--- config.mk ---
export PLATFORM = sky130hd
export DESIGN_NAME = lfsr_msg_decrypt
export DESIGN_NICKNAME = d
export VERILOG_FILES = /design/src/rtl/lfsr_msg_decrypt.sv
export SDC_FILE = /design/constraint.sdc
export NUM_CORES = 1
export LEC_CHECK = 0
export CORE_MARGIN = 5
export CORE_UTILIZATION = 55
export DETAILED_ROUTE_END_ITERATION = 10
export HOLD_SLACK_MARGIN = 0.1
export PLACE_DENSITY_LB_ADDON = 0.1
export SKIP_LAST_GASP = 1
export SLEW_MARGIN = 5
export SYNTH_ARGS = -nofsm -noshare
export SYNTH_HDL_FRONTEND = slang
export SYNTH_SLANG_ARGS = --single-unit
--- constraint.sdc ---
create_clock -name Clk -period 7.2 [get_ports Clk]
set_input_delay 1.44 -clock Clk [delete_from_list [all_inputs] [get_ports Clk]]
set_output_delay 1.44 -clock Clk [all_outputs]
set_load 0.03 [all_outputs]
--- src/rtl/lfsr_msg_decrypt.sv ---
// Receive-side engine for the LFSR stream cipher with MSB parity: recovers the
// tap pattern and seed from the space preamble, then writes the stripped plaintext.
module lfsr_msg_decrypt #(
  parameter int BASE_IN  = 64,
  parameter int BASE_OUT = 0,
  parameter int MSG_LEN  = 64,
  parameter int PRE_MIN  = 10
) (
  input  logic       Clk,
  input  logic       Reset,
  input  logic       Start,
  output logic [7:0] mem_addr,
  input  logic [7:0] mem_rdata,
  output logic [7:0] mem_wdata,
  output logic       mem_we,
  output logic       Ack,
  output logic       no_match,
  output logic [3:0] ptrn_idx,
  output logic [6:0] par_errs
);

  typedef enum logic [2:0] {IDLE, SEED, TRY, DEC, WR, FILL, DONE} state_t;

  state_t     state;
  logic       start_q;
  logic [6:0] seed;
  logic [6:0] lfsr;
  logic [3:0] pat;
  logic [6:0] idx;
  logic [6:0] wptr;
  logic       in_pre;
  logic [6:0] plain_q;

  function automatic logic [6:0] tap_of(input logic [3:0] p);
    case (p)
      4'd0:    return 7'h60;
      4'd1:    return 7'h48;
      4'd2:    return 7'h78;
      4'd3:    return 7'h72;
      4'd4:    return 7'h6A;
      4'd5:    return 7'h69;
      4'd6:    return 7'h5C;
      4'd7:    return 7'h7E;
      default: return 7'h7B;
    endcase
  endfunction

  function automatic logic [6:0] step(input logic [6:0] s, input logic [6:0] t);
    return {s[5:0], ^(s & t)};
  endfunction

  logic [6:0] plain;
  logic       par_bad;
  logic       last_byte;
  logic       fill_due;

  assign plain     = mem_rdata[6:0] ^ lfsr;
  assign par_bad   = mem_rdata[7] != ^mem_rdata[6:0];
  assign last_byte = idx == 7'(MSG_LEN - 1);
  assign fill_due  = wptr < 7'(MSG_LEN);

  // Reads and writes share one port; the active state picks the address.
  always_comb begin
    mem_addr  = '0;
    mem_wdata = '0;
    mem_we    = 1'b0;
    case (state)
      SEED:     mem_addr = 8'(BASE_IN);
      TRY, DEC: mem_addr = 8'(BASE_IN) + {1'b0, idx};
      WR: begin
        mem_addr  = 8'(BASE_OUT) + {1'b0, wptr};
        mem_wdata = {1'b0, plain_q};
        mem_we    = 1'b1;
      end
      FILL: if (fill_due) begin
        mem_addr  = 8'(BASE_OUT) + {1'b0, wptr};
        mem_wdata = 8'h20;
        mem_we    = 1'b1;
      end
      default: ;
    endcase
  end

  always_ff @(posedge Clk or negedge Reset) begin
    if (!Reset) begin
      state    <= IDLE;
      start_q  <= 1'b0;
      seed     <= '0;
      lfsr     <= '0;
      pat      <= '0;
      idx      <= '0;
      wptr     <= '0;
      in_pre   <= 1'b0;
      plain_q  <= '0;
      Ack      <= 1'b0;
      no_match <= 1'b0;
      ptrn_idx <= '0;
      par_errs <= '0;
    end else begin
      start_q <= Start;
      case (state)
        IDLE: begin
          Ack      <= 1'b0;
          no_match <= 1'b0;
          par_errs <= '0;
          if (start_q && !Start) state <= SEED;
        end
        SEED: begin
          seed     <= mem_rdata[6:0] ^ 7'h20;
          lfsr     <= step(mem_rdata[6:0] ^ 7'h20, tap_of(4'd0));
          pat      <= '0;
          idx      <= 7'd1;
          wptr     <= '0;
          ptrn_idx <= '0;
          state    <= TRY;
        end
        // Candidate patterns are tried in index order, so the lowest fit wins.
        TRY: begin
          if (plain != 7'h20) begin
            if (pat < 4'd8) begin
              pat  <= pat + 4'd1;
              lfsr <= step(seed, tap_of(pat + 4'd1));
              idx  <= 7'd1;
            end else begin
              no_match <= 1'b1;
              Ack      <= 1'b1;
              state    <= DONE;
            end
          end else if (idx == 7'(PRE_MIN - 1)) begin
            ptrn_idx <= pat;
            lfsr     <= seed;
            idx      <= '0;
            in_pre   <= 1'b1;
            state    <= DEC;
          end else begin
            idx  <= idx + 7'd1;
            lfsr <= step(lfsr, tap_of(pat));
          end
        end
        DEC: begin
          lfsr <= step(lfsr, tap_of(pat));
          if (par_bad && par_errs != 7'h7F) par_errs <= par_errs + 7'd1;
          if (in_pre && plain == 7'h20) begin
            if (last_byte) state <= FILL;
            else           idx   <= idx + 7'd1;
          end else begin
            in_pre  <= 1'b0;
            plain_q <= plain;
            state   <= WR;
          end
        end
        WR: begin
          wptr <= wptr + 7'd1;
          if (last_byte) begin
            state <= FILL;
          end else begin
            idx   <= idx + 7'd1;
            state <= DEC;
          end
        end
        FILL: begin
          if (fill_due) begin
            wptr <= wptr + 7'd1;
          end else begin
            Ack   <= 1'b1;
            state <= DONE;
          end
        end
        DONE: if (Start) state <= IDLE;
        default: state <= IDLE;
      endcase
    end
  end

endmodule

# Word-level counts from Yosys, hierarchy flattened
# Memory sizes are Yosys's and may differ from the RTL's.
# Index checks and enable logic that the tools add are counted.
# classes
n_addsub,5
mul,0
div_mod_pow,0
n_lt_le_gt_ge,2
n_eq_ne,28
n_shift,0
n_mux,55
n_bitwise,6
n_reduce_logical,30
# op_table
cell,n
$mux W7,21
$pmux W7 S3,2
$reduce_xor A7 Y1,5
$pmux W8 S4,1
$pmux W7 S2,2
$pmux W7 S4,1
$mux W3,9
$ne A2 B2 Y1 const B,12
$add A7 B1 Y7 const B,3
$and A7 B7 Y7,3
$pmux W3 S7,1
$mux W4,4
$pmux W4 S2,2
$eq A7 B6 Y1 const B,2
$ne A3 B3 Y1 const B,4
$reduce_and A3 Y1,4
$eq A3 B3 Y1 const B,3
$reduce_bool A3 Y1,3
$add A7 B7 Y8 const A,1
$reduce_and A2 Y1,4
$reduce_and A4 Y1,2
$reduce_bool A2 Y1,4
$eq A7 B4 Y1 const B,1
$lt A7 B7 Y1 const B,1
other kinds (19),31
# word_totals
reg_bits,57
latchBits,0
mem_bits_rw,0
mem_bits_ro,144
input_bits,11
output_inout_bits,30
elab_cells,142
mem_count,3
# mem_list
memory,depth,word_bits,read_ports,rd_ports_with_merged_regs,write_ports,line_no,text
(name not given),8,6,1,0,0,35,case (p)
(name not given),8,6,1,0,0,35,
(name not given),8,6,1,0,0,35,

# Depth between registers and ports, before layout
# An unclocked memory read counts as a cell.
# logic_depth
word_depth,11
depth_mapped,10
depth_no_buf,9

# Worst setup path after synthesis
# Ideal clock, no wire load.
# synth_path
path_type,register to output
startpoint,register state[0]
endpoint,output mem_addr[1]
arrival_time_ns,1.936
t_required_ns,5.760
setup_slack_ns,3.824
path_stages_with_launch,6
n_path_buf,2
path_cell_list,dfrtp_1 clkbuf_1 clkbuf_1 a21oi_1 nand2_1 o21ai_0
# synth_via
elab_chain_cells,3
word_cells_on_any_way,7
cone_classes,eq/ne (5); mux (1); reduce/logical (1)
# synth_lines
item,line_no,text
start: declaration,24,state_t state;
start signal: assignment,86,state <= IDLE;
start signal: assignment,106,if (start_q && !Start) state <= SEED;
start signal: assignment,115,state <= TRY;
$eq A3 B2 Y1,67,case (state)
$reduce_or A2 Y1,67,
$pmux W8 S4 (*),67,
end: declaration,12,"output logic [7:0] mem_addr,"
# Every way passes the cells marked *; elsewhere a longest branch is shown, timed or not.

# Final worst setup path
# layout_path
startpoint,register state[2]
endpoint,output mem_addr[5]
# Same word-level chain as after synthesis.

==> impl_metrics.toml <==
[logic_synthesis]
synth_top_area_share_pct = 37.8
ys_seq_elements = 57
synth.yosys.seq_area_share_pct = 37.8
async_flop_share_pct = 100
syn_inst = 442
synth-edff-count = 0
synth.distinct_cells = 64
syn_area_mm2 = 0.00377
syn_area_per_cell_um2 = 8.53
ys_warn_count = 0
post-synth-top-area-cell = "dfrtp_1"
synth-main-ff-cell = "dfrtp_1"
synth_area_leaders = "dfrtp_1 38%, nand2_1 5.3%, xor2_1 3.9%"
synth_nets = 462

[floorplan]
pin_count = 41
core_area_mm2 = 0.00672
die_y_um = 92.8
die-width_um = 92.8
start_util_pct = 56.1
die_area_mm2 = 0.00861
core.rowCount = 30

[setup_path]
crit_family = "compound AO/OA/AOI/OAI gates"
rr_worst_depth = 9
cp-start-kind = "flip-flop"
crit_arrival_ns = 2.76
crit_chain = "nand2_1, a21oi_1, a22o_1, clkdlybuf4s50_1"
cpPeakStageDelay_ns = 0.68
worst-path-max-fanout = 18
worst-path-buf-inv = 1
worstPathRequired_ns = 5.76
worst-path-stages = 4
crit_path_top_delay_cell = "clkdlybuf4s50_1"
crit_type = "reg -> out"
end_kind = "output port"

[timing]
rsz0062_at_grt = "false"
period_minus_slack_ns = 4.20
slew_headroom_pct = 20.9
timing.hold.ws_ns = 0.516
skew_ns = 0.00974
maxSlewViolCount = 0
setup_viol = 0
fin_crit_sh_pct = 58.3
tns_ns = 0
max_freq_ghz = 0.238
finalHoldViolations = 0
tightest_slew_ns = 1.18

[routing]
drt-pass1-iter-count = 5
wl_mm = 9.49
antenna_left = 0
drc = 0
post_drt_via_cell_ratio = 6.15
drt_iter0_markers = 221
wl_per_cell_um = 17.2
vias = 3395

[cells_and_area]
antenna_cells = 0
fillCellCount = 607
stdcell_count = 552
nNetsFinal = 487
drive_gt1_share_pct = 8.05
areaGrowthSynthToFinish_pct = 15.7
finish.instance_area_mm2 = 0.00436
seq_area_mm2 = 0.00143
multiInputGateArea_mm2 = 0.00217

[clocking]
clkLatencyLatePin_ns = 0.34
clk_pin_slew_ns = 0.07
cts_tree = "yes"
htreeDepth = 3
root_buffer = "clkbuf_8"
ctsHoldBuffers = 0
cts.sinks = 57
clk_path_buf_depth = 2
cts_resized = 0
cts_made_buffers = 9
postCtsSetupBuffers = 0

[power_and_ir_drop]
irDropWorstVdd_mv = 0.206
leakagePower_nw = 1.87
powerDensity_mw_per_mm2 = 457
power_mw = 1.99

[grt]
grt_pass1_vias = 3217
overflow = 0
antenna_found_initial = 0
grt_pass1_wl_mm = 15.9
grt_use_total_pct = 23.4
grt_max_degree = 58

[outcome]
status = "finished clean"

[flow_run]
drv_cap = 0

[min_path]
hold_path_depth = 1
hold_path_class = "reg -> reg"

[placement]
gp_congestion = 0.885
port_buffers = 39
dp_hpwl_mm = 6.83
dp.cells = 536
placed_area_mm2 = 0.00416
## cells by family after synthesis
family | Yosys count | synth area share (%)
compound gates | 122 | 21.3
xor+xnor | 33 | 8.40
fa+ha+maj | 9 | 2.99
buf+inv | 43 | 4.71
flops | 57 | 37.8
mux | 10 | 2.82
other cells | 1 | 0.0995
simple gates | 167 | 21.8
## synth_stat cells, drive strengths merged (6+ instances only)
cell    count
ha          9
nor2       38
nand4       6
nor3       15
o211ai      6
clkbuf     16
xnor2      14
o21ai      43
nor2b       6
buf        12
inv        15
nand2      53
a22o       11
dfrtp      57
and2        9
xor2       17
o221ai      7
nand3      16
a21oi      24
## worst paths after layout
path	start	to	slack (ns)
worst min register to register	plain_q[6]	plain_q[6]	0.52
min in group asynchronous	Reset	seed[3]	1.25
worst max register to register	pat[1]	lfsr[0]	4.20
max in group asynchronous	Reset	lfsr[0]	5.47
worst min-delay path	plain_q[6]	plain_q[6]	0.52
worst max-delay path	state[2]	mem_addr[5]	3.00
## per-stage QoR
step	util, %	worst slack [ns]
after floorplan	-	3.82
after global placement	61.9	2.95
after detailed placement	61.9	2.81
after CTS	64.9	3.03
after global routing	64.9	2.80
final	64.9	3.00
## cell type report
type                            count  share of cell area [%]
Multi-Input combinational cell    342                    49.7
Sequential cell                    57                    32.7
Timing Repair Buffer               42                    9.35
Clock buffer                       11                    3.47
Tap cell                           80                    2.29
Inverter                           15                    1.29
Clock inverter                      5                    1.23
## cell usage in the layout (no fill, tap or decap), types with 3 or more instances in the layout
cell type        synthesis  layout
dfrtp_1                 57      57
nand2_1                 53      53
clkdlybuf4s50_1          0      38
nor2_1                  36      36
o21ai_0                 25      25
a21oi_1                 22      22
o21ai_1                 18      18
xor2_1                  17      17
nand3_1                 16      16
inv_1                   15      15
nor3_1                  15      15
xnor2_1                 14      14
a22o_1                  11      11
clkbuf_8                 0      11
and2_1                   9       9
ha_1                     9       9
o221ai_1                 7       7
nor2b_1                  6       6
nand4_1                  6       6
o211ai_1                 6       6
mux2i_1                  5       5
mux2_2                   5       5
a22oi_1                  5       5
nand2b_1                 4       4
and3_1                   4       4
nor4_1                   3       3
a31oi_1                  3       3
clkinv_2                 0       3
buf_4                    1       3
## where the power goes
part	internal, mW	switching [mW]
combinational	0.447	0.611
sequential	0.437	0.187
clock	0.177	0.132
total	1.06	0.931
## state kept, by name, summed over array words and instances, names as in the netlist
signal	count
no_match	1
state	3
seed	7
par_errs	7
in_pre	1
start_q	1
plain_q	7
wptr	7
ptrn_idx	4
lfsr	7
pat	4
Ack	1
idx	7
## per-layer routing
metal | GRT usage (%) | up-vias | share of wire [%]
met5 | 0 | - | 0
met4 | 9.04 | 0 | 2.1
met3 | 5.36 | 21 | 6.1
met2 | 37.4 | 101 | 47
met1 | 30.8 | 1644 | 45
li1 | - | 1629 | -
Note: power is estimated with default switching activity, not from simulation.
